--- config.mk ---
export PLATFORM = sky130hd
export DESIGN_NAME = popcount_serial_multi_flat
export DESIGN_NICKNAME = d
export VERILOG_FILES = /design/src/rtl/popcount_serial_multi_pkg.sv /design/src/rtl/popcount_serial_multi_if.sv /design/src/rtl/popcount_serial_multi_lane.sv /design/src/rtl/popcount_serial_multi.sv /design/src/flat_wrapper.sv
export SDC_FILE = /design/constraint.sdc
export NUM_CORES = 1
export LEC_CHECK = 0
export CAP_MARGIN = 5
export CORE_ASPECT_RATIO = 1.2
export CORE_MARGIN = 2
export CORE_UTILIZATION = 47
export CTS_BUF_LIST = sky130_fd_sc_hd__clkbuf_8
export DETAILED_ROUTE_END_ITERATION = 8
export PLACE_DENSITY = 0.78
export SYNTH_ARGS = -nofsm -noshare
export SYNTH_HDL_FRONTEND = slang
export SYNTH_HIERARCHICAL = 1
export SYNTH_SLANG_ARGS = --single-unit
--- constraint.sdc ---
create_clock -name clk -period 1.7 [get_ports clk]
set_input_delay 0.255 -clock clk [delete_from_list [all_inputs] [get_ports clk]]
set_output_delay 0.255 -clock clk [all_outputs]
set_load 0.05 [all_outputs]
--- src/rtl/popcount_serial_multi_pkg.sv ---
// rtl/popcount_serial_multi_pkg.sv - shared state type and width helpers for the serial popcount block
package popcount_pkg;

  typedef enum logic [1:0] {
    ST_IDLE = 2'd0,
    ST_BUSY = 2'd1,
    ST_DONE = 2'd2
  } state_t;

  // Widest slice step_popcount can examine; STEP must not exceed it.
  localparam int MAX_SLICE = 64;

  function automatic int cnt_w(input int width);
    return $clog2(width + 1);
  endfunction

  function automatic int total_w(input int width, input int channels);
    return $clog2(width * channels + 1);
  endfunction

  function automatic int cycles_w(input int width, input int step);
    return $clog2((width + step - 1) / step + 1);
  endfunction

  function automatic logic [31:0] step_popcount(input logic [MAX_SLICE-1:0] slice, input int step);
    logic [31:0] n;
    n = '0;
    for (int i = 0; i < MAX_SLICE; i++) begin
      if (i < step && slice[i]) begin
        n = n + 32'd1;
      end
    end
    return n;
  endfunction

endpackage

--- src/rtl/popcount_serial_multi_if.sv ---
// rtl/popcount_serial_multi_if.sv - word-set input and result output handshakes of the popcount block
interface popcount_serial_multi_if #(
  parameter int WIDTH    = 8,
  parameter int CHANNELS = 2,
  parameter int STEP     = 1
);
  localparam int CW = popcount_pkg::cnt_w(WIDTH);
  localparam int TW = popcount_pkg::total_w(WIDTH, CHANNELS);
  localparam int YW = popcount_pkg::cycles_w(WIDTH, STEP);

  logic                     in_valid;
  logic                     in_ready;
  logic [CHANNELS*WIDTH-1:0] in_data;
  logic                     out_valid;
  logic                     out_ready;
  logic [CHANNELS*CW-1:0]   out_count;
  logic [TW-1:0]            out_total;
  logic [YW-1:0]            out_cycles;

  modport master (
    output in_valid, in_data, out_ready,
    input  in_ready, out_valid, out_count, out_total, out_cycles
  );

  modport slave (
    input  in_valid, in_data, out_ready,
    output in_ready, out_valid, out_count, out_total, out_cycles
  );

endinterface

--- src/rtl/popcount_serial_multi_lane.sv ---
// rtl/popcount_serial_multi_lane.sv - one lane: shift register consumed STEP bits per advance, plus running count
module popcount_lane
  import popcount_pkg::*;
#(
  parameter int WIDTH = 8,
  parameter int STEP  = 1,
  localparam int CW   = cnt_w(WIDTH)
) (
  input  logic             clk,
  input  logic             rst,
  input  logic             i_load,
  input  logic [WIDTH-1:0] i_load_data,
  input  logic             i_advance,
  output logic [CW-1:0]    o_count,
  output logic [CW-1:0]    o_count_next,
  output logic             o_remaining_zero
);

  logic [WIDTH-1:0]     r_shift;
  logic [CW-1:0]        r_count;
  logic [WIDTH-1:0]     w_shift_next;
  logic [MAX_SLICE-1:0] w_slice;

  // Bits above WIDTH in the last slice are zero-filled by the shift, so padding is implicit.
  always_comb begin
    w_slice              = '0;
    w_slice[STEP-1:0]    = r_shift[STEP-1:0];
    w_shift_next         = r_shift >> STEP;
    o_count_next         = r_count + CW'(step_popcount(w_slice, STEP));
  end

  always_ff @(posedge clk or posedge rst) begin
    if (rst) begin
      r_shift <= '0;
      r_count <= '0;
    end else if (i_load) begin
      r_shift <= i_load_data;
      r_count <= '0;
    end else if (i_advance) begin
      r_shift <= w_shift_next;
      r_count <= o_count_next;
    end
  end

  assign o_count          = r_count;
  assign o_remaining_zero = (w_shift_next == '0);

endmodule

--- src/rtl/popcount_serial_multi.sv ---
// rtl/popcount_serial_multi.sv - multi-lane serial population counter with early termination
module popcount_serial_multi
  import popcount_pkg::*;
#(
  parameter int WIDTH    = 8,
  parameter int CHANNELS = 2,
  parameter int STEP     = 1
) (
  input  logic                    clk,
  input  logic                    rst,
  popcount_serial_multi_if.slave  bus
);

  localparam int CW = cnt_w(WIDTH);
  localparam int TW = total_w(WIDTH, CHANNELS);
  localparam int YW = cycles_w(WIDTH, STEP);

  state_t                  r_state;
  state_t                  w_state_next;
  logic                    w_load;
  logic                    w_advance;
  logic                    w_all_zero;
  logic [CW-1:0]           w_count      [CHANNELS];
  logic [CW-1:0]           w_count_next [CHANNELS];
  logic [CHANNELS-1:0]     w_lane_zero;
  logic [CHANNELS*CW-1:0]  w_count_flat;
  logic [TW-1:0]           w_total_next;
  logic [TW-1:0]           r_total;
  logic [YW-1:0]           r_cycles;

  for (genvar g = 0; g < CHANNELS; g++) begin : g_lane
    popcount_lane #(
      .WIDTH (WIDTH),
      .STEP  (STEP)
    ) u_lane (
      .clk              (clk),
      .rst              (rst),
      .i_load           (w_load),
      .i_load_data      (bus.in_data[g*WIDTH +: WIDTH]),
      .i_advance        (w_advance),
      .o_count          (w_count[g]),
      .o_count_next     (w_count_next[g]),
      .o_remaining_zero (w_lane_zero[g])
    );
  end

  always_comb begin
    w_count_flat = '0;
    w_total_next = '0;
    for (int i = 0; i < CHANNELS; i++) begin
      w_count_flat[i*CW +: CW] = w_count[i];
      w_total_next             = w_total_next + TW'(w_count_next[i]);
    end
  end

  assign w_all_zero = &w_lane_zero;

  always_ff @(posedge clk or posedge rst) begin
    if (rst) begin
      r_state <= ST_IDLE;
    end else begin
      r_state <= w_state_next;
    end
  end

  always_comb begin
    w_state_next = r_state;
    w_load       = 1'b0;
    w_advance    = 1'b0;
    case (r_state)
      ST_IDLE: begin
        if (bus.in_valid) begin
          w_load       = 1'b1;
          w_state_next = ST_BUSY;
        end
      end
      ST_BUSY: begin
        w_advance = 1'b1;
        if (w_all_zero) begin
          w_state_next = ST_DONE;
        end
      end
      ST_DONE: begin
        if (bus.out_ready) begin
          w_state_next = ST_IDLE;
        end
      end
      default: w_state_next = ST_IDLE;
    endcase
  end

  // Total tracks the lanes' next counts so it is already consistent when DONE is entered.
  always_ff @(posedge clk or posedge rst) begin
    if (rst) begin
      r_total  <= '0;
      r_cycles <= '0;
    end else if (w_load) begin
      r_total  <= '0;
      r_cycles <= '0;
    end else if (w_advance) begin
      r_total  <= w_total_next;
      r_cycles <= r_cycles + YW'(1);
    end
  end

  assign bus.in_ready   = (r_state == ST_IDLE);
  assign bus.out_valid  = (r_state == ST_DONE);
  assign bus.out_count  = w_count_flat;
  assign bus.out_total  = r_total;
  assign bus.out_cycles = r_cycles;

endmodule

--- src/flat_wrapper.sv ---
// flat-port wrapper written by rule: the top's interface ports become plain ports
module popcount_serial_multi_flat import popcount_pkg::*;
#(
  parameter int WIDTH    = 8,
  parameter int CHANNELS = 2,
  parameter int STEP     = 1
)
  (clk, rst, bus_in_valid, bus_in_data, bus_out_ready, bus_in_ready, bus_out_valid, bus_out_count, bus_out_total, bus_out_cycles);
  popcount_serial_multi_if #(.WIDTH(WIDTH), .CHANNELS(CHANNELS), .STEP(STEP)) bus_i ();
  input  logic clk;
  input  logic rst;
  input wire logic [$bits(bus_i.in_valid)-1:0] bus_in_valid;
  input wire logic [$bits(bus_i.in_data)-1:0] bus_in_data;
  input wire logic [$bits(bus_i.out_ready)-1:0] bus_out_ready;
  output wire logic [$bits(bus_i.in_ready)-1:0] bus_in_ready;
  output wire logic [$bits(bus_i.out_valid)-1:0] bus_out_valid;
  output wire logic [$bits(bus_i.out_count)-1:0] bus_out_count;
  output wire logic [$bits(bus_i.out_total)-1:0] bus_out_total;
  output wire logic [$bits(bus_i.out_cycles)-1:0] bus_out_cycles;
  assign bus_i.in_valid = bus_in_valid;
  assign bus_i.in_data = bus_in_data;
  assign bus_i.out_ready = bus_out_ready;
  assign bus_in_ready = bus_i.in_ready;
  assign bus_out_valid = bus_i.out_valid;
  assign bus_out_count = bus_i.out_count;
  assign bus_out_total = bus_i.out_total;
  assign bus_out_cycles = bus_i.out_cycles;
  popcount_serial_multi #(.WIDTH(WIDTH), .CHANNELS(CHANNELS), .STEP(STEP)) u_core (.clk(clk), .rst(rst), .bus(bus_i));
endmodule
After elaboration in Yosys (flattened, before gate mapping)
Cells that the tools add are included.

Register bits after elaboration: 35. Word-level logic and storage cells: 43.

Muxes and demuxes: 21. $add $sub $neg: 4. Reductions and logical operators: 6. Equality and inequality tests: 5.

Operators with widths (count): $mux 8 (4); $mux 4 (6); $logic_not 8->1 (2); $mux 5 (2); $add 4x4->4 (2); $mux 2 (3); $pmux 2 s3 (1); $add 4x4->5 (1); $mux 1 (5); $add 4x1->4 const B (1); $ne 2x2->1 const B (2); $reduce_and 3->1 (1); $eq 2x1->1 const B (1); $eq 2x2->1 const B (1); $logic_not 2->1 (1); $ne 2x1->1 const B (1); $reduce_and 2->1 (1); $reduce_bool 2->1 (1).

Depth between registers and ports, before layout
Gate-level depths: netlist of the first run.

Word-level depth: 5. Depth in mapped cells: 7.

Hierarchy
The synthesis of the first run kept the hierarchy.

By module, submodules not included: popcount_lane (instances 2, cells an instance 58, area an instance 613.1 um^2); popcount_serial_multi (instances 1, cells an instance 52, area an instance 591.8 um^2).

Worst setup path after synthesis of the first run
Ideal clock, no wire load.

Path type: register -> register. From: register u_core.g_lane[1].u_lane.r_count[0]. To: register u_core.r_total[4] (netlist: u_core/bus.out_total[4]). Setup time: 127 ps. Path slack: -438 ps. Clock period less this slack: 2138 ps. Path buffers: 0. Data arrival time: 2011 ps. Required time: 1573 ps. Cell stages (with the launch flop): 7. Cells stage by stage: dfrtp_1 -> ha_1 -> ha_1 -> fa_1 -> a21o_1 -> a21oi_1 -> o21ai_0.

RTL lines: from (decl) (RTL line popcount_serial_multi_lane.sv:20) `logic [CW-1:0] r_count;`; from (signal assigned) (RTL line popcount_serial_multi_lane.sv:41) `r_count <= o_count_next;`; to (signal assigned) (RTL line popcount_serial_multi.sv:101) `r_total <= w_total_next;`; to (decl) (RTL line popcount_serial_multi.sv:28) `logic [TW-1:0] r_total;`.

==> impl_metrics.json, run 1 <==
{
  "first_iter_violations": 48,
  "post_synth_instance_area_sq_um": 1820,
  "floorplan.rows": 24,
  "place_worst_setup_slack_ps": -147,
  "maximum_fanout_count_along_the_critical_path": 4,
  "root_buffer": "clkbuf_8",
  "grt_overflow_total": 0,
  "first_global_vias": 1529,
  "route.detailed.drc": 0,
  "die_h_microns": 72.1,
  "yosys.area.top_type": "dfrtp_1",
  "critPathCaptureType": "flip-flop",
  "first_pass_iters": 4,
  "drt-vias-per-instance": 5.28,
  "ys_seq_area_frac": 0.482,
  "reg2reg_from": "u_core/g_lane[0].u_lane/r_shift[0]",
  "cts_tree": "yes",
  "syn-instance-count": 168,
  "route.detailed.wl_per_inst_microns": 13.8,
  "final_tns_setup_ps": -283,
  "slew_headroom": 0.684,
  "power.leakage_nw": 1.23,
  "grt_first_pass_wirelength_microns": 6540,
  "post_synth_edffs": 0,
  "violations": "setup timing",
  "area_growth_from_synthesis_to_layout_pct": 38.7,
  "worst_setup_path_startpoint": "u_core/g_lane[0].u_lane/r_shift[0]",
  "timing_worst_slew_pin_value_ps": 474,
  "worst_r2r_path_depth": 7,
  "postPlaceCellArea_sq_um": 2390,
  "crit_type": "flip-flop to flip-flop",
  "buffer_ports.inserted": 38,
  "routed_wl_microns": 3820,
  "arrival_ps": 2060,
  "post_synth_num_cell_types": 32,
  "maximum_number_of_pins_on_one_net_before_global_route_repair": 33,
  "groute.usage.overall": 0.201,
  "clkLatencyLatePin_ps": 290,
  "finalSetupViolations": 3,
  "initial_core_util": 0.496,
  "total_of_warnings_raised_by_yosys": 6,
  "grt_antenna_before_repair": 0,
  "ys.flop_type": "dfrtp_1",
  "maxSlewViolCount": 0,
  "postSynth.asyncResetShare": 1.00,
  "total_cts_buffers": 5,
  "cellPowerDensity_nw_per_um2": 2160,
  "final_cell_area_sq_um": 2520,
  "design.portCount": 39,
  "final_hold_viol_count": 0,
  "ff2ff_setup_slack_ps": -130,
  "design.final.nets": 253,
  "synth.ff_latch_count": 35,
  "synth.avg_cell_area_sq_um": 10.8,
  "place.gp.congestion": 0.783,
  "antennaDiodeCount": 0,
  "fmax_mhz": 546,
  "number_of_vias_after_detailed_routing": 1456,
  "max_cap_violations": 0,
  "final.setup_skew_ps": 4.40,
  "final_layout_size_suffix_gt1_frac": 0.290,
  "cts.reportedPaths.clkPinSlew_ps": 70,
  "cp.required_ps": 1930,
  "startpoint_class": "flip-flop",
  "htree_levels": 2,
  "cts_hold_repair.buffers": 0,
  "run_status": "complete, but fails checks",
  "timing.rr.end": "u_core/bus.out_total[3]",
  "floorplan.die_area_sq_um": 4380,
  "hold_class": "primary input to async pin",
  "final.setup.worst_slack_ps": -130,
  "synth.net_count": 198,
  "synth_area_leaders": "dfrtp_1 48%, mux2i_1 10%, ha_1 6.2%",
  "rsz0062_at_grt": "yes",
  "core-area_sq_um": 3660,
  "cts.sink_count": 35,
  "clk_path_buf_depth": 2,
  "max-vdd-ir-drop_mv": 1.04,
  "post-synth-top-area-fraction": 0.482,
  "detail-route-antenna-nets": 0,
  "fp.dieW_microns": 60.8,
  "dpl.hpwl_microns": 2890,
  "min_period_over_period": 1.08,
  "finalCriticalPeriod_ps": 1830
}
-- worst max path at each step --
stage	to	slack, ps
2_1_floorplan	u_core/bus.out_total[3]	-200
3_3_place_gp	u_core/bus.out_total[3]	-20
3_5_place_dp	u_core/bus.out_total[4]	-150
4_1_cts	u_core/bus.out_total[3]	-90
5_1_grt	u_core/bus.out_total[3]	-180
6_report	u_core/bus.out_total[3]	-130
-- placed cells by master (no fill, tap or decap), types with 3 or more instances in the layout --
| cell | Yosys | routed |
|---|---|---|
| nor2_1 | 8 | 7 |
| o21ai_0 | 19 | 17 |
| nand3_1 | 4 | 3 |
| ha_4 | 0 | 4 |
| nand2_1 | 20 | 20 |
| ha_1 | 9 | 5 |
| dfrtp_2 | 0 | 3 |
| nor2b_1 | 3 | 3 |
| dfrtp_1 | 35 | 32 |
| buf_4 | 2 | 32 |
| nand4_1 | 3 | 3 |
| mux2i_1 | 19 | 19 |
| clkdlybuf4s50_1 | 0 | 19 |
| nand2b_1 | 3 | 3 |
| clkbuf_8 | 0 | 7 |
| inv_1 | 5 | 6 |
| a22o_1 | 5 | 5 |
| buf_12 | 0 | 3 |
-- metrics by stage --
stage	hold WS [ps]	std cells	power (W)	utilization
floorplan	107	168	0.00372	-
global placement	469	266	0.00459	0.653
detailed placement	478	266	0.00471	0.653
CTS	362	275	0.00544	0.685
global route	385	276	0.00584	0.689
finish	346	276	0.00544	0.689
-- layout make-up --
cell class / instances / area, sq um
fillers: 292 / 1140
multi-input cells: 122 / 968
flip-flops and latches: 35 / 880
repair buffers: 54 / 490
clock buffers: 7 / 96.3
well taps: 52 / 65.1
inverters: 5 / 18.8
clock inverters: 1 / 3.75
-- Yosys cell counts (all sizes together) (4+ instances only) --
cell,n
a21oi,4
a22o,5
buf,6
dfrtp,35
ha,9
inv,5
mux2i,19
nand2,20
nand2b,4
nand3,5
nor2,8
o21ai,19
-- state kept, by name (all words and copies together) (netlist names) --
name	count
u_core/bus.out_cycles	4
u_core/bus.out_total	5
u_core/g_lane.u_lane/o_count	8
u_core/g_lane.u_lane/r_shift	16
u_core/r_state	2
-- critical path: stages, from the launching register on --
cell and delay [ps]:
dfrtp_1 410, ha_4 190, ha_4 160, xor2_1 160, ha_1 380, a21oi_2 90, a211o_1 310, nand3_1 80
-- layer usage --
layer | part of all wire | vias up | track usage | wire (microns)
li1 | - | 702 | - | -
met1 | 0.44 | 719 | 0.235 | 1670
met2 | 0.50 | 27 | 0.339 | 1920
met3 | 0.036 | 8 | 0.0517 | 138
met4 | 0.024 | 0 | 0.0894 | 91
met5 | 0 | - | 0 | 0
-- where the power goes --
part | switching (W) | total (W) | internal, W
logic | 0.00175 | 0.00325 | 0.00150
registers | 0.000346 | 0.00154 | 0.00119
clock network | 0.000288 | 0.000652 | 0.000363
-- kinds of logic after synthesis --
| family | count (synthesis) | share of synthesized area |
|---|---|---|
| flops | 35 | 0.482 |
| compound gates | 35 | 0.123 |
| buf+inv | 11 | 0.0296 |
| mux | 22 | 0.125 |
| fa+ha+maj | 10 | 0.0730 |
| xor+xnor | 5 | 0.0241 |
| simple gates | 50 | 0.144 |
-- repair_timing --
action	CTS	global route
buffers inserted	1	1
setup endpoints to repair	3	3
pin swaps	3	3
resized for setup	3	1
No activity file was read; power rests on OpenSTA's default activity.
==> inputs of run 2 (changes only) <==
--- a/config.mk
+++ b/config.mk
@@ -7,11 +7,12 @@
 export LEC_CHECK = 0
 export CAP_MARGIN = 5
 export CORE_ASPECT_RATIO = 1.2
-export CORE_MARGIN = 2
-export CORE_UTILIZATION = 47
+export CORE_MARGIN = 4
+export CORE_UTILIZATION = 52
 export CTS_BUF_LIST = sky130_fd_sc_hd__clkbuf_8
 export DETAILED_ROUTE_END_ITERATION = 8
-export PLACE_DENSITY = 0.78
+export PLACE_DENSITY = 0.81
+export SKIP_CTS_REPAIR_TIMING = 1
 export SYNTH_ARGS = -nofsm -noshare
 export SYNTH_HDL_FRONTEND = slang
 export SYNTH_HIERARCHICAL = 1
==> constraint.sdc (replaced) <==
create_clock -name clk -period 1.9 [get_ports clk]
set_input_delay 0.285 -clock clk [delete_from_list [all_inputs] [get_ports clk]]
set_output_delay 0.285 -clock clk [all_outputs]
set_load 0.05 [all_outputs]
==> run 2 against run 1 <==
Net effect: the flow now finishes without violations; sequential share of layout area up 1.2 points; fmax down 0.11%; sequential power down 11%; clock skew up 2.8 ps; total power down 12%; critical endpoint unchanged; largest power group unchanged; highest routed layer unchanged.
==> impl_metrics.json, run 2 (synthesis gave the netlist of run 1 again) <==
{
  "total_cts_buffers": 5,
  "worst_r2r_path_depth": 7,
  "cts.reportedPaths.clkPinSlew_ps": 70,
  "slew_headroom": 0.654,
  "finalSetupViolations": 0,
  "cp.required_ps": 2130,
  "maximum_number_of_pins_on_one_net_before_global_route_repair": 43,
  "cellPowerDensity_nw_per_um2": 1960,
  "buffer_ports.inserted": 38,
  "detail-route-antenna-nets": 0,
  "final_common_cell": "dfrtp_1",
  "power_w": 0.00477,
  "clkLatencyLatePin_ps": 290,
  "min_period_over_period": 0.964,
  "fmax_mhz": 546,
  "clk_path_buf_depth": 2,
  "arrival_ps": 2060,
  "reg2reg_from": "u_core/g_lane[0].u_lane/o_count[0]",
  "groute.usage.overall": 0.199,
  "multi_input_comb_area_sq_um": 940,
  "die_h_microns": 72.8,
  "grt_first_pass_wirelength_microns": 6630,
  "antennaDiodeCount": 0,
  "route.detailed.wl_per_inst_microns": 15.5,
  "hold_class": "primary input to async pin",
  "place.gp.congestion": 0.768,
  "critPathCaptureType": "flip-flop",
  "largest_register_ffs": 16,
  "final.setup_skew_ps": 7.21,
  "timing_worst_slew_pin_value_ps": 518,
  "root_buffer": "clkbuf_8",
  "timing.rr.end": "u_core/bus.out_total[3]",
  "max_cap_violations": 0,
  "power.leakage_nw": 1.22,
  "core-area_sq_um": 3370,
  "crit_type": "flip-flop to flip-flop",
  "route.detailed.drc": 0,
  "cts.sink_count": 35,
  "cts_tree": "yes",
  "final_hold_viol_count": 0,
  "ff2ff_setup_slack_ps": 70,
  "number_of_vias_after_detailed_routing": 1405,
  "startpoint_class": "flip-flop",
  "finalCriticalPeriod_ps": 1830,
  "grt_overflow_total": 0,
  "htree_levels": 2,
  "dpl.hpwl_microns": 2970,
  "initial_core_util": 0.540,
  "most-common-layout-cells": "33 x dfrtp_1, 30 x clkdlybuf4s50_1, 20 x nand2_1",
  "max_flop_register": "u_core/g_lane.u_lane/r_shift",
  "fp.dieW_microns": 62.0,
  "fillCellCount": 262,
  "sequential_cell_area_sq_um": 878,
  "maxSlewViolCount": 0,
  "first_global_vias": 1483,
  "drt-vias-per-instance": 5.55,
  "maximum_fanout_count_along_the_critical_path": 4,
  "floorplan.die_area_sq_um": 4510,
  "routed_wl_microns": 3930,
  "fin_hold_ws_ps": 344,
  "design.final.nets": 245,
  "first_pass_iters": 4,
  "run_status": "completed",
  "first_iter_violations": 50,
  "final_layout_size_suffix_gt1_frac": 0.190,
  "design.portCount": 39,
  "grt_antenna_before_repair": 0,
  "max-vdd-ir-drop_mv": 1.53,
  "floorplan.rows": 23,
  "area_growth_from_synthesis_to_layout_pct": 33.8
}
==> run 2: power breakdown <==
part	switching [W]	leakage (nW)	internal (W)
logic	0.00158	0.720	0.00131
registers	0.000306	0.450	0.00106
clock network	0.000266	0.0477	0.000251
total	0.00215	1.22	0.00262
==> run 2: worst max-delay path, stage by stage, from the launching register on <==
cell	delay, ps
dfrtp_2	430
ha_4	170
ha_2	180
xor2_1	160
ha_1	380
a21oi_2	80
a211o_1	300
nand3_1	70
==> run 2: layer usage <==
layer | vias up | wire, microns | global-route usage
met5 | - | 0 | 0
met4 | 0 | 39 | 0.0613
met3 | 6 | 201 | 0.0619
met2 | 34 | 2100 | 0.340
met1 | 681 | 1590 | 0.233
li1 | 684 | - | -
==> run 2: through the flow <==
stage	util	worst slack, ps	TNS (ps)	instances	instance area (sq um)
after CTS	0.709	21.8	0	251	2390
after global routing	0.722	-16.3	-16.3	253	2430
final	0.722	68.1	0	253	2430
after detailed placement	0.684	29.9	0	243	2300
after floorplan	-	-78.5	-94.6	168	1850
after global placement	0.684	66.4	0	243	2300
==> run 2: layout make-up <==
class	count	share of cell area
inverter	5	0.00772
multi-input combinational	122	0.386
clock buffer	5	0.0283
clock inverter	3	0.00617
timing repair buffer	46	0.191
sequential	35	0.361
tap	37	0.0190
==> run 2: how the worst max path moves through the flow <==
stage                                        from                      end  slack [ps]  cells after the start
2_1_floorplan  u_core/g_lane[1].u_lane/o_count[0]  u_core/bus.out_total[4]         -80                      6
6_report       u_core/g_lane[0].u_lane/o_count[0]  u_core/bus.out_total[3]          70                      7
3_5_place_dp   u_core/g_lane[1].u_lane/o_count[0]  u_core/bus.out_total[4]          30                      6
4_1_cts        u_core/g_lane[1].u_lane/o_count[0]  u_core/bus.out_total[4]          20                      6
3_3_place_gp   u_core/g_lane[1].u_lane/o_count[0]  u_core/bus.out_total[4]          70                      6
5_1_grt        u_core/g_lane[0].u_lane/o_count[0]  u_core/bus.out_total[3]         -20                      7
